[config.mk]
export PLATFORM = sky130hd
export DESIGN_NAME = lsu
export DESIGN_NICKNAME = d
export VERILOG_FILES = /design/src/rtl/lsu_pkg.sv /design/src/rtl/lsu_align.sv /design/src/rtl/lsu.sv
export SDC_FILE = /design/constraint.sdc
export NUM_CORES = 1
export LEC_CHECK = 0
export BUFFER_PORTS_ARGS = -buffer_cell sky130_fd_sc_hd__clkbuf_2
export CORE_MARGIN = 4
export CORE_UTILIZATION = 50
export CTS_BUF_LIST = sky130_fd_sc_hd__clkbuf_4 sky130_fd_sc_hd__clkbuf_8 sky130_fd_sc_hd__clkbuf_16
export DETAILED_ROUTE_END_ITERATION = 12
export PLACE_DENSITY = 0.78
export SYNTH_ARGS = -nofsm -noshare
export SYNTH_HDL_FRONTEND = slang
export SYNTH_SLANG_ARGS = --single-unit
[constraint.sdc]
create_clock -name i_clk -period 7.82 [get_ports i_clk]
set_clock_uncertainty 0.2 [all_clocks]
set_input_delay 0.391 -clock i_clk [delete_from_list [all_inputs] [get_ports i_clk]]
set_output_delay 0.391 -clock i_clk [all_outputs]
set_load 0.005 [all_outputs]
[src/rtl/lsu_pkg.sv]
// Shared definitions for the load/store unit and its lane-alignment helper.
//   MEMOP_*  : RV funct3 encodings of the memory access size/extension
//   ERR_*    : response error codes returned on resp_err
//   ST_*     : LSU FSM state encodings
package lsu_pkg;

  localparam logic [2:0] MEMOP_B  = 3'b000;
  localparam logic [2:0] MEMOP_H  = 3'b001;
  localparam logic [2:0] MEMOP_W  = 3'b010;
  localparam logic [2:0] MEMOP_BU = 3'b100;
  localparam logic [2:0] MEMOP_HU = 3'b101;

  localparam logic [1:0] ERR_OK       = 2'b00;
  localparam logic [1:0] ERR_MISALIGN = 2'b01;
  localparam logic [1:0] ERR_TIMEOUT  = 2'b10;
  localparam logic [1:0] ERR_ILLEGAL  = 2'b11;

  localparam logic [1:0] ST_IDLE = 2'd0;
  localparam logic [1:0] ST_REQ  = 2'd1;
  localparam logic [1:0] ST_WAIT = 2'd2;
  localparam logic [1:0] ST_RESP = 2'd3;

  // Stores have no zero-extending variant, so BU/HU are only legal on loads.
  function automatic logic memop_illegal(input logic [2:0] op, input logic wr);
    logic ill;
    ill = 1'b0;
    if (op == 3'b011 || op == 3'b110 || op == 3'b111) ill = 1'b1;
    if (wr && op[2]) ill = 1'b1;
    return ill;
  endfunction

  // Halfword needs a[0]=0, word needs a[1:0]=0; bytes are always aligned.
  function automatic logic memop_misaligned(input logic [2:0] op, input logic [1:0] a);
    logic mis;
    mis = 1'b0;
    if ((op == MEMOP_H || op == MEMOP_HU) && a[0]) mis = 1'b1;
    if (op == MEMOP_W && a != 2'b00) mis = 1'b1;
    return mis;
  endfunction

endpackage

[src/rtl/lsu_align.sv]
// Combinational lane alignment for 32-bit little-endian memory.
//   i_op       : MemOP (funct3)
//   i_addr_lo  : byte offset within the word
//   i_wdata    : LSB-justified store data
//   i_rdata    : word-aligned load data from memory
//   o_wdata    : store data shifted to its byte lane
//   o_wstrb    : byte strobes for the access size (caller masks on loads)
//   o_rdata    : extracted and sign/zero-extended load data
module lsu_align
  import lsu_pkg::*;
(
  input  logic [2:0]  i_op,
  input  logic [1:0]  i_addr_lo,
  input  logic [31:0] i_wdata,
  input  logic [31:0] i_rdata,
  output logic [31:0] o_wdata,
  output logic [3:0]  o_wstrb,
  output logic [31:0] o_rdata
);

  logic [4:0]  w_shamt;
  logic [31:0] w_rshift;

  assign w_shamt  = {i_addr_lo, 3'b000};
  assign o_wdata  = i_wdata << w_shamt;
  assign w_rshift = i_rdata >> w_shamt;

  always_comb begin
    o_wstrb = 4'b0000;
    o_rdata = i_rdata;
    case (i_op)
      MEMOP_B: begin
        o_wstrb = 4'b0001 << i_addr_lo;
        o_rdata = {{24{w_rshift[7]}}, w_rshift[7:0]};
      end
      MEMOP_H: begin
        o_wstrb = 4'b0011 << i_addr_lo;
        o_rdata = {{16{w_rshift[15]}}, w_rshift[15:0]};
      end
      MEMOP_W: begin
        o_wstrb = 4'b1111;
        o_rdata = i_rdata;
      end
      MEMOP_BU: begin
        o_wstrb = 4'b0001 << i_addr_lo;
        o_rdata = {24'h0, w_rshift[7:0]};
      end
      MEMOP_HU: begin
        o_wstrb = 4'b0011 << i_addr_lo;
        o_rdata = {16'h0, w_rshift[15:0]};
      end
      default: begin
        o_wstrb = 4'b0000;
        o_rdata = 32'h0;
      end
    endcase
  end

endmodule

[src/rtl/lsu.sv]
// Multi-cycle load/store unit between execute and data memory.
//   i_clk, i_rst_n             : clock, async active-low reset
//   i_req_* / o_req_ready      : execute-side request (wr, op, addr, wdata)
//   o_resp_*                   : one-cycle response pulse with load data and error code
//   o_mem_* / i_mem_req_ready  : memory request channel (addr, wen, wdata, wstrb)
//   i_mem_resp_*               : memory response (read data / write ack)
// All outputs are registered. FSM: IDLE -> REQ -> WAIT -> RESP -> IDLE; error ops go
// IDLE -> RESP directly without touching memory.
module lsu
  import lsu_pkg::*;
#(
  parameter int unsigned TIMEOUT_CYC = 255
) (
  input  logic        i_clk,
  input  logic        i_rst_n,
  input  logic        i_req_valid,
  output logic        o_req_ready,
  input  logic        i_req_wr,
  input  logic [2:0]  i_req_op,
  input  logic [31:0] i_req_addr,
  input  logic [31:0] i_req_wdata,
  output logic        o_resp_valid,
  output logic [31:0] o_resp_rdata,
  output logic [1:0]  o_resp_err,
  output logic        o_mem_req_valid,
  input  logic        i_mem_req_ready,
  output logic [31:0] o_mem_addr,
  output logic        o_mem_wen,
  output logic [31:0] o_mem_wdata,
  output logic [3:0]  o_mem_wstrb,
  input  logic        i_mem_resp_valid,
  input  logic [31:0] i_mem_rdata
);

  localparam int unsigned CW = (TIMEOUT_CYC > 0) ? $clog2(TIMEOUT_CYC + 1) : 1;

  logic [1:0]  r_state;
  logic        r_wr;
  logic [2:0]  r_op;
  logic [1:0]  r_addr_lo;
  logic [CW-1:0] r_cnt;
  logic [31:0] r_rsp_data;
  logic [1:0]  r_rsp_err;

  logic        r_req_ready;
  logic        r_resp_valid;
  logic [31:0] r_resp_rdata;
  logic [1:0]  r_resp_err;
  logic        r_mem_req_valid;
  logic [31:0] r_mem_addr;
  logic        r_mem_wen;
  logic [31:0] r_mem_wdata;
  logic [3:0]  r_mem_wstrb;

  logic [2:0]  w_al_op;
  logic [1:0]  w_al_lo;
  logic [31:0] w_al_wdata;
  logic [3:0]  w_al_wstrb;
  logic [31:0] w_al_rdata;
  logic [CW:0] w_cnt_inc;
  logic        w_timeout;

  // In IDLE the aligner shapes the incoming store; afterwards it extracts the load.
  assign w_al_op = (r_state == ST_IDLE) ? i_req_op : r_op;
  assign w_al_lo = (r_state == ST_IDLE) ? i_req_addr[1:0] : r_addr_lo;

  lsu_align u_align (
    .i_op      (w_al_op),
    .i_addr_lo (w_al_lo),
    .i_wdata   (i_req_wdata),
    .i_rdata   (i_mem_rdata),
    .o_wdata   (w_al_wdata),
    .o_wstrb   (w_al_wstrb),
    .o_rdata   (w_al_rdata)
  );

  // Abort once the cycle being spent in WAIT would be the TIMEOUT_CYC-th.
  assign w_cnt_inc = {1'b0, r_cnt} + {{CW{1'b0}}, 1'b1};
  assign w_timeout = (TIMEOUT_CYC != 0) && (w_cnt_inc >= (CW + 1)'(TIMEOUT_CYC));

  always_ff @(posedge i_clk or negedge i_rst_n) begin
    if (!i_rst_n) begin
      r_state         <= ST_IDLE;
      r_wr            <= 1'b0;
      r_op            <= 3'b000;
      r_addr_lo       <= 2'b00;
      r_cnt           <= '0;
      r_rsp_data      <= 32'h0;
      r_rsp_err       <= ERR_OK;
      r_req_ready     <= 1'b1;
      r_resp_valid    <= 1'b0;
      r_resp_rdata    <= 32'h0;
      r_resp_err      <= ERR_OK;
      r_mem_req_valid <= 1'b0;
      r_mem_addr      <= 32'h0;
      r_mem_wen       <= 1'b0;
      r_mem_wdata     <= 32'h0;
      r_mem_wstrb     <= 4'b0000;
    end else begin
      r_resp_valid <= 1'b0;
      r_resp_rdata <= 32'h0;
      r_resp_err   <= ERR_OK;
      case (r_state)
        ST_IDLE: begin
          if (i_req_valid) begin
            r_wr        <= i_req_wr;
            r_op        <= i_req_op;
            r_addr_lo   <= i_req_addr[1:0];
            r_cnt       <= '0;
            r_rsp_data  <= 32'h0;
            r_req_ready <= 1'b0;
            if (memop_illegal(i_req_op, i_req_wr)) begin
              r_rsp_err <= ERR_ILLEGAL;
              r_state   <= ST_RESP;
            end else if (memop_misaligned(i_req_op, i_req_addr[1:0])) begin
              r_rsp_err <= ERR_MISALIGN;
              r_state   <= ST_RESP;
            end else begin
              r_rsp_err       <= ERR_OK;
              r_mem_req_valid <= 1'b1;
              r_mem_addr      <= {i_req_addr[31:2], 2'b00};
              r_mem_wen       <= i_req_wr;
              r_mem_wdata     <= i_req_wr ? w_al_wdata : 32'h0;
              r_mem_wstrb     <= i_req_wr ? w_al_wstrb : 4'b0000;
              r_state         <= ST_REQ;
            end
          end
        end
        ST_REQ: begin
          if (i_mem_req_ready) begin
            r_mem_req_valid <= 1'b0;
            r_cnt           <= '0;
            r_state         <= ST_WAIT;
          end
        end
        ST_WAIT: begin
          if (i_mem_resp_valid) begin
            r_rsp_err  <= ERR_OK;
            r_rsp_data <= r_wr ? 32'h0 : w_al_rdata;
            r_state    <= ST_RESP;
          end else if (w_timeout) begin
            r_rsp_err  <= ERR_TIMEOUT;
            r_rsp_data <= 32'h0;
            r_state    <= ST_RESP;
          end else if (!(&r_cnt)) begin
            r_cnt <= r_cnt + 1'b1;
          end
        end
        ST_RESP: begin
          r_resp_valid <= 1'b1;
          r_resp_rdata <= r_rsp_data;
          r_resp_err   <= r_rsp_err;
          r_req_ready  <= 1'b1;
          r_state      <= ST_IDLE;
        end
        default: begin
          r_req_ready <= 1'b1;
          r_state     <= ST_IDLE;
        end
      endcase
    end
  end

  assign o_req_ready     = r_req_ready;
  assign o_resp_valid    = r_resp_valid;
  assign o_resp_rdata    = r_resp_rdata;
  assign o_resp_err      = r_resp_err;
  assign o_mem_req_valid = r_mem_req_valid;
  assign o_mem_addr      = r_mem_addr;
  assign o_mem_wen       = r_mem_wen;
  assign o_mem_wdata     = r_mem_wdata;
  assign o_mem_wstrb     = r_mem_wstrb;

endmodule

# Word level (Yosys, flattened, before mapping)
# Index checks and enable logic that the tools add are counted.
# totals
output_inout_bits,106
register_bits,154
inputBits,105
wordCells,118
# classes
n_lt_le_gt_ge,1
reduce_logical,23
n_shift,4
eq_ne,21
n_bitwise,2
n_mux,49
n_addsub,2
# op_table
cell,n
two-way mux 32 bit,6
case mux 32 bit (5 select lines),1
case mux 32 bit (2 select lines),1
two-way mux 8 bit,5
<< shifter 32 x 5 -> 32 bit,1
>> shifter 32 x 5 -> 16 bit,1
two-way mux 2 bit,12
case mux 8 bit (3 select lines),1
two-way mux 1 bit,16
== test 3 bit (second input constant),5
!= test 2 bit (second input constant),7
case mux 4 bit (3 select lines),1
adder 8 x 1 -> 9 bit (second input constant),1
== test 3 x 2 -> 1 bit (second input constant),3
greater-or-equal comparator 9 x 8 -> 1 bit (second input constant),1
adder 8 x 1 -> 8 bit (second input constant),1
case mux 2 bit (4 select lines),1
AND reduction 8 bit,1
nonzero test 2 bit,4
== test 3 x 1 -> 1 bit (second input constant),2
AND reduction 3 bit,2
AND reduction 6 bit,1
AND reduction 5 bit,1
== test 2 bit (second input constant),2
17 further kinds,25

# Depth between registers and ports, before layout
# logic_depth
word_depth,14
mapped_depth,12
ltp_nobuf,8

# Modules after synthesis
# From an unflattened synthesis, not the netlist that was laid out.
# hier_totals
hier_cells,631
hier_area_um2,7292.0
# modules_own_cells
module,instances,area_each_um2,cells_per_inst
lsu,1,5958.2,432
lsu_align,1,1333.8,199

# Worst setup path after synthesis
# OpenSTA, ideal clock, no wires.
# synth_path
path_type,reg2reg
start,register r_state[0]
end,register r_rsp_data[22]
period_less_slack_ns,2.641
t_required_ns,7.499
t_arrival_ns,2.320
setup_time_ns,0.121
path_slack_ns,5.179
stages_incl_launch_ff,12
path_cell_list,dfrtp_1 inv_1 ha_1 buf_4 mux2_1 and2_1 buf_6 a22oi_1 o32ai_4 buf_4 a21oi_1 o21ai_1
# synth_between
elab_chain_len,7
elab_cells_between_ends,18
# synth_lines
element,line_no,source
from (decl),lsu.sv:37,logic [1:0] r_state;
from (signal assigned),lsu.sv:83,r_state <= ST_IDLE;
from (signal assigned),lsu.sv:114,r_state <= ST_RESP;
from (signal assigned),lsu.sv:117,r_state <= ST_RESP;
zero test 2 bit,"lsu.sv:64, lsu.sv:65, lsu.sv:103",
two-way mux 2 bit / two-way mux 3 bit (equally long branches),"lsu.sv:65, lsu.sv:64",
">> shifter 32 x 5 -> 16 bit, or another cell as far along",lsu_align.sv:26,assign w_rshift = i_rdata >> w_shamt;
case mux 32 bit (5 select lines),lsu_align.sv:31,case (i_op)
two-way mux 32 bit,lsu.sv:139,r_rsp_data <= r_wr ? 32'h0 : w_al_rdata;
two-way mux 32 bit,lsu.sv:137,if (i_mem_resp_valid) begin
case mux 32 bit (2 select lines),lsu.sv:103,case (r_state)
to (signal assigned),lsu.sv:139,
to (decl),lsu.sv:42,logic [31:0] r_rsp_data;
# Several ways; a longest one is shown, not always the timed one.
# A chain may end at the register's enable or synchronous reset.

# Worst setup path after layout
# layout_path
start,register r_state[0]
end,register r_rsp_data[17]
# Same word-level chain as after synthesis.

==> out/qor.csv <==
metric,value,unit
hp-start,i_req_addr[26],
clock_latency,420,ps
finalHoldViolCount,0,
track_usage,22.9,%
hold_path_depth,2,
vias_per_cell,5.48,
switchingPower,1250,uW
cts_buffers,17,
clk_path_buf_depth,2,
synth_area_leaders,"dfrtp_1, mux2_2, mux2i_1",
portBuffers,208,
rsz0062_at_grt,no,
power_frac_comb,40.4,%
netlist.area_leader.share,54.3,%
synth_warnings,0,
fin_cells,1047,
die_area,16100,um^2
hold_slack,13.5,ps
synth_top_flop_cell,dfrtp_1,
drc,0,
drt_iter0_drc,343,
period_minus_slack,4310,ps
hp-class,in -> reg,
crit_type,reg -> reg,
antenna_found_initial,0,
cts_tree,done,
clockPowerShare,24.8,%
drt_wl_total,18.1,mm
fmax,0.232,GHz
clk_pin_slew_worst_paths,60,ps
ios,211,
reg2reg_depth,8,
p_per_area,372,nW/um^2
register_area,3850,um^2
whs_endpoint,o_mem_addr[26],
leakagePower,0.00448,uW
setup_viol,0,
final_layout_size_suffix_gt1_share,34.0,%
cp-end-kind,register,
power.internal,2100,uW
final_antenna_net_count,0,
synthDistinctLibCells,56,
tns,0,ps
ir_drop,0.177,mV
drv_cap,0,
syn_area,7060,um^2
cp_data_arrival_time,4450,ps
drtPass1Iterations,6,
dp_hpwl,12.7,mm
grt_pass1_vias,5736,
worst-path-max-fanout,29,
r2r_setup_slack,3510,ps
fin_util,65.2,%
cts_num_sinks,154,
grt_start_max_net_pins,93,
drv_slew,0,
avgSynthCellArea,11.0,um^2
h-tree-depth,4,
cp_data_required_time,7960,ps
switching_share,37.4,%
gp_congestion,0.863,
seqPwrFrac,34.8,%
yosys_register_bits,154,
ctsResizeCount,0,
crit_path_start_kind,register,
yosysTopAreaCell,dfrtp_1,
worstReg2RegStart,r_state[0],
grt_pass1_wl,29.2,mm
die_x,127,um
dieHeight,127,um
crit_start,r_state[0],
place_inst,991,
num_vias,5735,
floorplan.rows,43,
period_share,55.1,%
async_reset_ff_share,100,%
fillerInstances,1069,
core,13800,um^2
cts-root-buf,clkbuf_16,
routedWlPerCell,17.3,um
synth-edff-count,0,
status,"finished, final reports clean",
multi_input_area,2980,um^2
start_util,51.0,%
slew_headroom,28.6,%
synthCells,640,
tightest_slew,1070,ps
final_net_count,965,
power,3350,uW
yosysSeqAreaShare,54.6,%
yosysMostFrequentCell,dfrtp_1,
grt-ovfl-total,0,
synthTopCellsByCount,"dfrtp_1, nand2_1, o21ai_0",
r2r_end,r_rsp_data[17],
diodes,0,
areaGrowthSynthToFinish,27.8,%
-- how the worst max path moves through the flow --
stage / to / slack, ps
final: r_rsp_data[17] / 3510
after global routing: r_rsp_data[26] / 3200
after CTS: r_rsp_data[17] / 3560
after detailed placement: r_rsp_data[17] / 3550
after global placement: r_rsp_data[31] / 3720
after floorplan: r_rsp_data[22] / 5180
-- cell usage in the layout, fill, tap and decap left out, types with 6 or more instances in the layout --
| cell | n |
|---|---|
| ha_1 | 6 |
| a22o_1 | 19 |
| a21oi_1 | 35 |
| a32o_1 | 8 |
| and2_1 | 37 |
| o21ai_1 | 20 |
| o21ai_0 | 42 |
| nand2_1 | 89 |
| clkbuf_16 | 17 |
| dlygate4sd3_1 | 24 |
| nor3_1 | 6 |
| a2bb2oi_1 | 7 |
| nor2_1 | 15 |
| clkbuf_2 | 207 |
| inv_1 | 8 |
| mux2i_1 | 38 |
| dfrtp_1 | 153 |
| o22ai_1 | 12 |
| mux2_2 | 38 |
| o31ai_1 | 9 |
| a22oi_1 | 8 |
-- flip-flops by register name, summed over array words and instances, names as in the netlist, 3 cells and up --
register and cells:
o_mem_wdata 32, r_cnt 8, o_mem_addr 30, o_resp_rdata 32, o_mem_wstrb 4, r_rsp_data 32
r_op 3
-- what timing repair did --
item / in CTS / in global routing
buffers inserted: 0 / 0
hold buffers: 23 / 1
endpoints found under the setup margin: 0 / 0
endpoints found under the hold margin: 113 / 1
-- metal layers --
metal	routed length (um)	share of wire, %	track usage [%]	vias up
li1	-	-	-	2718
met1	7880	44	31.3	2753
met2	8270	46	34.9	241
met3	1590	8.8	6.69	23
met4	344	1.9	8.26	0
met5	0	0	0	-
-- layout make-up --
cell class | instances | area share [%]
tap | 180 | 2.50
timing repair buffer | 237 | 14.7
sequential | 154 | 42.8
clock inverter | 15 | 1.97
inverter | 8 | 0.333
multi-input combinational | 436 | 33.0
clock buffer | 17 | 4.72
-- metrics by stage --
stage          area [um^2]  setup WS, ps
4_1_cts               9010          3560
2_1_floorplan         7060          5180
6_report              9020          3510
5_1_grt               9020          3200
3_5_place_dp          8170          3550
3_3_place_gp          8170          3720
-- power by group through the flow --
| stage | clock (uW) | sequential, uW | combinational [uW] |
|---|---|---|---|
| 5_1_grt | 886 | 1200 | 1500 |
| 3_5_place_dp | 0 | 1170 | 1350 |
| 2_1_floorplan | 0 | 1170 | 916 |
| 3_3_place_gp | 0 | 1170 | 1310 |
| 4_1_cts | 849 | 1160 | 1360 |
| 6_report | 830 | 1170 | 1350 |
-- kinds of logic (layout without fill, tap and decap cells) --
| kind of cell | Yosys count | after routing | share of synthesized area, % |
|---|---|---|---|
| AOI/OAI and AO/OA | 188 | 188 | 18.0 |
| xor gates and xnor gates | 2 | 2 | 0.248 |
| adders and majority gates | 6 | 6 | 1.06 |
| buffers and inverters | 51 | 277 | 3.49 |
| DFF | 154 | 154 | 54.6 |
| muxes | 79 | 79 | 12.1 |
| other | 1 | 2 | 0.0531 |
| and+or+nand+nor | 159 | 159 | 10.4 |
-- critical path: stages (launching register included) --
cell and delay (ps):
dfrtp_1 410, inv_1 100, ha_1 760, mux2_1 860, and2_1 710, a22oi_1 270
o32ai_4 650, a21oi_1 110, o21ai_1 150
Note: power is estimated with default switching activity, not from simulation.
